### src/rtl/uart_baud_gen_pkg.sv
// Shared UART constants and the rounded baud divide helper used by the
// baud generator and the TX/RX paths that instantiate it.
package uart_baud_gen_pkg;

  localparam int CLK_FREQUENCE = 50_000_000;
  localparam int BAUD_RATE     = 115200;

  // Width of the debug view of the divider count, wide enough for any DIV.
  localparam int DBG_CNT_W = 32;

  // Clock cycles per tick, rounded to nearest: (clk + rate/2) / rate.
  function automatic int baud_div(input int clk, input int baud, input int os);
    int rate;
    rate = baud * os;
    return (clk + rate / 2) / rate;
  endfunction

endpackage

### src/rtl/uart_baud_gen_if.sv
// Tick interface between the baud generator and a UART TX/RX state machine.
interface uart_baud_gen_if;
  import uart_baud_gen_pkg::*;

  // bps_clk_en is a level run-enable driven by the master: high lets the
  // divider count, low holds it cleared. bps_clk is a one-cycle strobe from
  // the slave with no backpressure; the master must consume it the cycle it
  // is high. cnt_dbg mirrors the divider count for observation only.
  logic                 bps_clk_en;
  logic                 bps_clk;
  logic [DBG_CNT_W-1:0] cnt_dbg;

  modport master (output bps_clk_en, input bps_clk, input cnt_dbg);
  modport slave  (input bps_clk_en, output bps_clk, output cnt_dbg);

endinterface

### src/rtl/uart_baud_gen.sv
// Baud tick generator: divides clk_in down to a one-cycle bps_clk pulse at
// BAUD_RATE * OVERSAMPLING, restarting a full period whenever enabled.
module uart_baud_gen #(
  parameter int CLK_FREQUENCE = uart_baud_gen_pkg::CLK_FREQUENCE,
  parameter int BAUD_RATE     = uart_baud_gen_pkg::BAUD_RATE,
  parameter int OVERSAMPLING  = 1
) (
  input  logic           clk_in,
  input  logic           rst_n,
  uart_baud_gen_if.slave bus
);
  import uart_baud_gen_pkg::*;

  localparam int DIV = baud_div(CLK_FREQUENCE, BAUD_RATE, OVERSAMPLING);

  if (DIV < 2) begin : g_bad_div
    $error("uart_baud_gen: divide ratio %0d is below 2", DIV);
  end else begin : g_div
    localparam int            CW   = $clog2(DIV);
    localparam logic [CW-1:0] LAST = CW'(DIV - 1);

    logic [CW-1:0] cnt;
    logic          bps_clk_q;

    // Dropping the enable discards any partial period, so the next frame
    // always starts from a full, phase-aligned bit time.
    always_ff @(posedge clk_in) begin
      if (!rst_n) begin
        cnt       <= '0;
        bps_clk_q <= 1'b0;
      end else if (!bus.bps_clk_en) begin
        cnt       <= '0;
        bps_clk_q <= 1'b0;
      end else if (cnt == LAST) begin
        cnt       <= '0;
        bps_clk_q <= 1'b1;
      end else begin
        cnt       <= cnt + 1'b1;
        bps_clk_q <= 1'b0;
      end
    end

    assign bus.bps_clk = bps_clk_q;
    assign bus.cnt_dbg = DBG_CNT_W'(cnt);
  end

endmodule

### src/flat_wrapper.sv
// flat-port wrapper written by rule: the top's interface ports become plain ports
module uart_baud_gen_flat import uart_baud_gen_pkg::*;
#(
  parameter int CLK_FREQUENCE = uart_baud_gen_pkg::CLK_FREQUENCE,
  parameter int BAUD_RATE     = uart_baud_gen_pkg::BAUD_RATE,
  parameter int OVERSAMPLING  = 1
)
  (clk_in, rst_n, bus_bps_clk_en, bus_bps_clk, bus_cnt_dbg);
  uart_baud_gen_if bus_i ();
  input  logic clk_in;
  input  logic rst_n;
  input wire logic [$bits(bus_i.bps_clk_en)-1:0] bus_bps_clk_en;
  output wire logic [$bits(bus_i.bps_clk)-1:0] bus_bps_clk;
  output wire logic [$bits(bus_i.cnt_dbg)-1:0] bus_cnt_dbg;
  assign bus_i.bps_clk_en = bus_bps_clk_en;
  assign bus_bps_clk = bus_i.bps_clk;
  assign bus_cnt_dbg = bus_i.cnt_dbg;
  uart_baud_gen #(.CLK_FREQUENCE(CLK_FREQUENCE), .BAUD_RATE(BAUD_RATE), .OVERSAMPLING(OVERSAMPLING)) u_core (.clk_in(clk_in), .rst_n(rst_n), .bus(bus_i));
endmodule
### config.mk
export PLATFORM = sky130hd
export DESIGN_NAME = uart_baud_gen_flat
export DESIGN_NICKNAME = d
export VERILOG_FILES = /design/src/rtl/uart_baud_gen_pkg.sv /design/src/rtl/uart_baud_gen_if.sv /design/src/rtl/uart_baud_gen.sv /design/src/flat_wrapper.sv
export SDC_FILE = /design/constraint.sdc
export NUM_CORES = 1
export LEC_CHECK = 0
export CAP_MARGIN = 20
export CORE_MARGIN = 2
export CORE_UTILIZATION = 37
export DETAILED_ROUTE_END_ITERATION = 6
export PLACE_DENSITY = 0.84
export SLEW_MARGIN = 20
export SYNTH_ARGS = -nofsm -noshare
export SYNTH_HDL_FRONTEND = slang
export SYNTH_SLANG_ARGS = --single-unit
### constraint.sdc
create_clock -name clk_in -period 1.8 [get_ports clk_in]
set_input_delay 0.45 -clock clk_in [delete_from_list [all_inputs] [get_ports clk_in]]
set_output_delay 0.45 -clock clk_in [all_outputs]
set_load 0.005 [all_outputs]
### After elaboration in Yosys (flattened, before gate mapping)

Cells that the tools add are included.

| cells by class | value |
|---|---|
| add/subtract/negate cells | 1 |
| eq/ne operators | 1 |
| muxes and demuxes | 1 |
| bitwise gates (word level) | 2 |
| reductions and logical operators | 2 |

Operators by type and width:

| kind | count |
|---|---|
| adder 9 x 1 -> 9 bit (second input constant) | 1 |
| equality test 9 bit (second input constant) | 1 |
| OR reduction 3 bit | 1 |
| NOT 1 bit | 2 |
| AND reduction 2 bit | 1 |
| two-way mux 1 bit | 1 |

| storage, ports and cells | value |
|---|---|
| register bits after elaboration | 10 |
| input port bits | 3 |
| output and inout bits | 33 |
| word-level logic and storage cells | 9 |

### Depth between registers and ports, before layout

Gate-level depths: netlist of the first run.

| depth | value |
|---|---|
| depth in word-level cells | 2 |
| depth in mapped cells | 5 |
| mapped depth without buffers | 5 |

### Worst setup path after synthesis of the first run

OpenSTA, ideal clock, no wires.

| timing | value |
|---|---|
| path type | reg-to-reg |
| start | register u_core.g_div.cnt[0] |
| end | register u_core.g_div.cnt[2] |
| arrival time | 1.210 ns |
| data required time | 1.669 ns |
| path slack | 0.459 ns |
| stages on the path, launching flop included | 5 |
| period minus slack after synthesis | 1.341 ns |
| cells stage by stage | dfxtp_1 -> ha_1 -> nand4bb_4 -> o311ai_2 -> nor2_1 |

| on the way | value |
|---|---|
| longest elaborated chain between the ends | 2 |
| elaborated cells between the ends (all ways) | 3 |
| classes of those cells | add/sub (1); eq/ne (1); reduce/logical (1) |

Ends and longest elaborated chain:

| item | line | RTL |
|---|---|---|
| from (decl) | uart_baud_gen.sv:22 | `logic [CW-1:0] cnt;` |
| from (signal assigned) | uart_baud_gen.sv:38 | `cnt <= cnt + 1'b1;` |
| parallel branches: the longest is 2 deep, another holds adder 9 x 1 -> 9 bit | - |  |

Parallel ways; which one is timed is not known.
A chain may end at the register's enable or synchronous reset.

### Worst setup path after layout of the first run

| timing | value |
|---|---|
| start | register u_core.g_div.cnt[2] |
| end | output port bus_cnt_dbg[2] |

RTL lines:

| item | line | RTL |
|---|---|---|
| to (decl) | flat_wrapper.sv:14 | `output wire logic [$bits(bus_i.cnt_dbg)-1:0] bus_cnt_dbg;` |

No word-level cell between the ends.

==> impl_metrics.env, run 1 <==
export IMPL_start_kind="flip-flop"
export IMPL_critPathBufInv=1
export IMPL_synth_edf_count=0
export IMPL_hold_class="flip-flop to flip-flop"
export IMPL_tns_ps=0
export IMPL_layout_min_cycle_time_ps=1710
export IMPL_htreeDepth=1
export IMPL_synth_most_common_cell="buf_4"
export IMPL_required_ps=1350
export IMPL_n_antenna_cell=0
export IMPL_initial_core_util_pct=38.8
export IMPL_status="completed"
export IMPL_place_congestion=0.880
export IMPL_routedWlPerCell_um=10.2
export IMPL_grt_max_degree=8
export IMPL_ys_seq_area_share_pct=30.2
export IMPL_track_usage_pct=11.5
export IMPL_num_vias=497
export IMPL_layout_drive_gt1_share_pct=9.20
export IMPL_core_area_um2=1710
export IMPL_io_pin_count=36
export IMPL_drc=0
export IMPL_finalNetCount=94
export IMPL_syn_area_um2=663
export IMPL_drv_cap=0
export IMPL_rr_worst_depth=4
export IMPL_grt_pass1_vias=408
export IMPL_drv_slew=0
export IMPL_synth_warnings=0
export IMPL_rsz0062_at_grt="false"
export IMPL_worstSetupPathType="flip-flop to primary output"
export IMPL_syn_area_per_cell_um2=9.08
export IMPL_cts_hold_buf=0
export IMPL_die_x_um=46.3
export IMPL_hold_viol=0
export IMPL_detail_route_antenna_nets=0
export IMPL_fmax_mhz=584
export IMPL_cts_resized=0
export IMPL_postSynth_asyncResetShare_pct=0
export IMPL_cp_slowest_cell="clkdlybuf4s50_1"
export IMPL_path_depth=1
export IMPL_yosys_area_top_type="dfxtp_1"
export IMPL_io_buffers=12
export IMPL_cts_tree="built"
export IMPL_synth_ff_type="dfxtp_1"
export IMPL_first_pass_iters=4
export IMPL_power_density_nw_per_um2=545
export IMPL_postCtsSetupRepairBufs=0
export IMPL_cts_path_max_buffers=2
export IMPL_cts_sinks=10
export IMPL_arrival_ps=1260
export IMPL_root_buffer="clkbuf_4"
export IMPL_synth_cells=73
export IMPL_grt_pass1_wl_um=1740
export IMPL_via_per_inst=4.44
export IMPL_wirelength_um=1150
export IMPL_finalSetupViolations=0
export IMPL_rows=15
export IMPL_dpl_hpwl_um=926
export IMPL_critPathMaxFanout=6
export IMPL_antenna_found_initial=0
export IMPL_die_h_um=46.3
export IMPL_ir_drop_v=0.000197
export IMPL_final_cell_area_um2=743
export IMPL_p_leak_nw=0.282
export IMPL_rrSetupSlack_ps=300
export IMPL_area_growth_pct=12.1
export IMPL_synth_common_cells="buf_4 (23), dfxtp_1 (10), nor2_1 (5)"
export IMPL_path_cells="clkdlybuf4s50_1"
export IMPL_path_delay_family="buffers and inverters"
export IMPL_final_period_utilization_pct=95.2
export IMPL_critical_path_max_stage_delay_ps=550
export IMPL_cts_buffers=3
export IMPL_ys_ff_latch=10
export IMPL_synth_area_leaders="dfxtp_1 (30%), buf_4 (26%), nand4bb_4 (4.2%), ha_1 (3.8%), a31oi_1 (2.8%)"
export IMPL_clk_pin_slew_ps=60
export IMPL_dieArea_um2=2150
export IMPL_critical_path_endpoint_type="primary output"
export IMPL_grt_overflow=0
export IMPL_ys_types=28
export IMPL_synth_top_cell_area_share_pct=30.2
export IMPL_holdPathStages=1
export IMPL_place_area_um2=721
export IMPL_drt_initial_drc_count=11
export IMPL_clock_skew_ps=1.68
export IMPL_clock_latency_ps=260
through the flow:
stage | instances | hold WS, ps | setup slack [ps] | power (mW) | utilization (%)
after floorplan | 95 | 480 | 459 | 0.286 | -
after global placement | 109 | 490 | 301 | 0.261 | 42.2
after detailed placement | 109 | 517 | 275 | 0.262 | 42.2
after CTS | 112 | 534 | 87.1 | 0.409 | 43.5
after global routing | 112 | 597 | 17.3 | 0.430 | 43.5
final | 112 | 522 | 86.5 | 0.405 | 43.5
layout make-up:
| class | instances | area (um2) |
|---|---|---|
| Multi-Input combinational cell | 58 | 350 |
| Fill cell | 181 | 965 |
| Tap cell | 25 | 31.3 |
| Clock buffer | 3 | 22.5 |
| Inverter | 3 | 11.3 |
| Sequential cell | 10 | 200 |
| Timing Repair Buffer | 13 | 128 |
sequential cells by signal, indices dropped and copies added, names as in the netlist:
register,cells
u_core.g_div.cnt,9
u_core.bus.bps_clk,1
cells by family (layout without fill, tap and decap cells):
group | count (synthesis) | after routing | synth area share, %
simple gates | 20 | 20 | 20.4
fa+ha+maj | 2 | 2 | 3.77
xor+xnor | 3 | 3 | 3.96
flops | 10 | 10 | 30.2
other cells | 1 | 23 | 0.565
buf+inv | 27 | 19 | 29.4
compound gates | 10 | 10 | 11.7
final timing paths:
kind,from,to
setup reg to reg,u_core.g_div.cnt[0],u_core.g_div.cnt[4]
hold / removal,u_core.g_div.cnt[0],u_core.g_div.cnt[0]
hold reg to reg,u_core.g_div.cnt[0],u_core.g_div.cnt[0]
setup / recovery,u_core.g_div.cnt[2],bus_cnt_dbg[2]
metal layers:
layer / vias up / GRT usage [%] / wire length, um
met5: - / 0 / 0
met4: 0 / 6.86 / 25
met3: 3 / 2.35 / 109
met2: 27 / 19.2 / 573
li1: 238 / - / -
met1: 229 / 13.3 / 437
power by group:
part           leakage (nW)  internal, mW  switching (mW)  total (mW)
registers            0.0808         0.223         0.00357       0.227
logic                 0.187        0.0110          0.0196      0.0307
clock network        0.0138        0.0770          0.0706       0.148
layout by cell type, fill, tap and decap left out, types with 2 or more instances in the layout:
cell type and instances:
a31oi_1 3, and3_1 2, clkbuf_4 3, clkdlybuf4s50_1 12, conb_1 23, dfxtp_1 10, ha_1 2, inv_1 3
nand2_1 2, nand3_1 3, nor2_1 5, xnor2_1 2
No activity file was read; power rests on OpenSTA's default activity.
==> inputs of run 2 (changes only) <==
- GPL_ROUTABILITY_DRIVEN: unset -> 0
- GPL_TIMING_DRIVEN: unset -> 0
==> run 2 against run 1 <==
- maximum frequency hardly changed
- critical path depth stayed put
- non-clock buffer count is 23 higher
- sequential share of layout area is 5.2 points lower
- clock skew is 0.75 ps lower
- routed wire length is 9.2% higher
- critical endpoint is now bus_cnt_dbg[5]
- largest power group unchanged
- highest routed layer unchanged
==> impl_metrics.env, run 2 (synthesized netlist as in run 1, its figures left out) <==
export IMPL_rsz0062_at_grt="false"
export IMPL_final_util_pct=53.8
export IMPL_die_h_um=46.3
export IMPL_cts_buffers=3
export IMPL_area_growth_pct=38.7
export IMPL_cp_slowest_cell="clkdlybuf4s50_1"
export IMPL_p_leak_nw=0.408
export IMPL_io_buffers=12
export IMPL_power_density_nw_per_um2=496
export IMPL_critPathMaxFanout=7
export IMPL_grt_overflow=0
export IMPL_postCtsSetupRepairBufs=0
export IMPL_final_period_utilization_pct=95.3
export IMPL_grt_max_degree=11
export IMPL_critical_path_max_stage_delay_ps=550
export IMPL_drt_initial_drc_count=4
export IMPL_path_cells="clkdlybuf4s50_1"
export IMPL_drv_slew=0
export IMPL_hold_viol=0
export IMPL_path_delay_family="buffers and inverters"
export IMPL_num_vias=550
export IMPL_grt_use_met2_pct=22.2
export IMPL_wirelength_um=1250
export IMPL_core_area_um2=1710
export IMPL_layout_drive_gt1_share_pct=28.2
export IMPL_ff_latch_area_um2=200
export IMPL_via_per_inst=4.07
export IMPL_ir_drop_v=0.000235
export IMPL_multi_input_area_um2=350
export IMPL_cts_tree="built"
export IMPL_tns_ps=0
export IMPL_regMostFlops="u_core.g_div.cnt"
export IMPL_antenna_found_initial=0
export IMPL_max_slew_margin_rel_pct=64.9
export IMPL_initial_core_util_pct=38.8
export IMPL_cts_sinks=10
export IMPL_layout_min_cycle_time_ps=1710
export IMPL_grtUsageMet3_pct=2.75
export IMPL_dieArea_um2=2150
export IMPL_clk_pin_slew_ps=70
export IMPL_arrival_ps=1260
export IMPL_status="completed"
export IMPL_cts_resized=0
export IMPL_max_slew_worst_pin_slew_ps=526
export IMPL_io_pin_count=36
export IMPL_critical_path_endpoint_type="primary output"
export IMPL_critPathBufInv=1
export IMPL_n_antenna_cell=0
export IMPL_rows=15
export IMPL_grt_pass1_vias=464
export IMPL_fill_cells=164
export IMPL_first_pass_iters=4
export IMPL_largest_reg_flops=9
export IMPL_met1_usage_pct=13.6
export IMPL_worstSetupPathType="flip-flop to primary output"
export IMPL_finalNetCount=117
export IMPL_grt_pass1_wl_um=1930
export IMPL_drc=0
export IMPL_clock_latency_ps=270
export IMPL_required_ps=1350
export IMPL_dpl_hpwl_um=987
export IMPL_top_usage_layer="met2"
export IMPL_root_buffer="clkbuf_4"
export IMPL_die_x_um=46.3
export IMPL_cts_path_max_buffers=2
export IMPL_clock_skew_ps=0.935
export IMPL_drv_cap=0
export IMPL_cts_hold_buf=0
export IMPL_routedWlPerCell_um=9.27
export IMPL_hold_class="flip-flop to flip-flop"
export IMPL_detail_route_antenna_nets=0
export IMPL_finalSetupViolations=0
export IMPL_start_kind="flip-flop"
export IMPL_htreeDepth=1
export IMPL_final_cell_mix="buf_4 (23), conb_1 (23), clkdlybuf4s50_1 (12)"
export IMPL_track_usage_pct=12.8
export IMPL_fmax_mhz=583
## run 2: per-layer routing
layer  routed length, um  part of all wire (%)
met5                   0                     0
met2                 608                    49
met1                 501                    40
met3                  99                   7.9
met4                  42                   3.4
## run 2: cell type report
| cell class | count | share of cell area (%) |
|---|---|---|
| repair buffers | 12 | 13.1 |
| clock buffers | 3 | 2.45 |
| flip-flops and latches | 10 | 21.8 |
| inverters | 3 | 1.22 |
| plain buffers | 24 | 20.0 |
| multi-input cells | 58 | 38.1 |
| well taps | 25 | 3.40 |
## run 2: worst paths after layout
kind	startpoint	cells past startpoint	slack, ps	endpoint
setup / recovery	u_core.g_div.cnt[5]	1	90	bus_cnt_dbg[5]
setup reg to reg	u_core.g_div.cnt[0]	4	220	u_core.g_div.cnt[4]
hold reg to reg	u_core.g_div.cnt[0]	1	510	u_core.g_div.cnt[0]
hold / removal	u_core.g_div.cnt[0]	1	510	u_core.g_div.cnt[0]
## run 2: stage by stage
step / hold WS (ps) / area, um2 / worst slack [ps] / std cells / power (mW)
2_1_floorplan: 480 / 746 / 459 / 95 / 0.286
3_3_place_gp: 483 / 897 / 306 / 132 / 0.298
3_5_place_dp: 494 / 897 / 239 / 132 / 0.299
4_1_cts: 508 / 920 / 87.9 / 135 / 0.455
5_1_grt: 557 / 920 / 38.7 / 135 / 0.474
6_report: 509 / 920 / 85.2 / 135 / 0.456
## run 2: power breakdown
group | switching [mW] | internal, mW
registers | 0.00347 | 0.223
logic | 0.0269 | 0.0423
clock network | 0.0826 | 0.0776
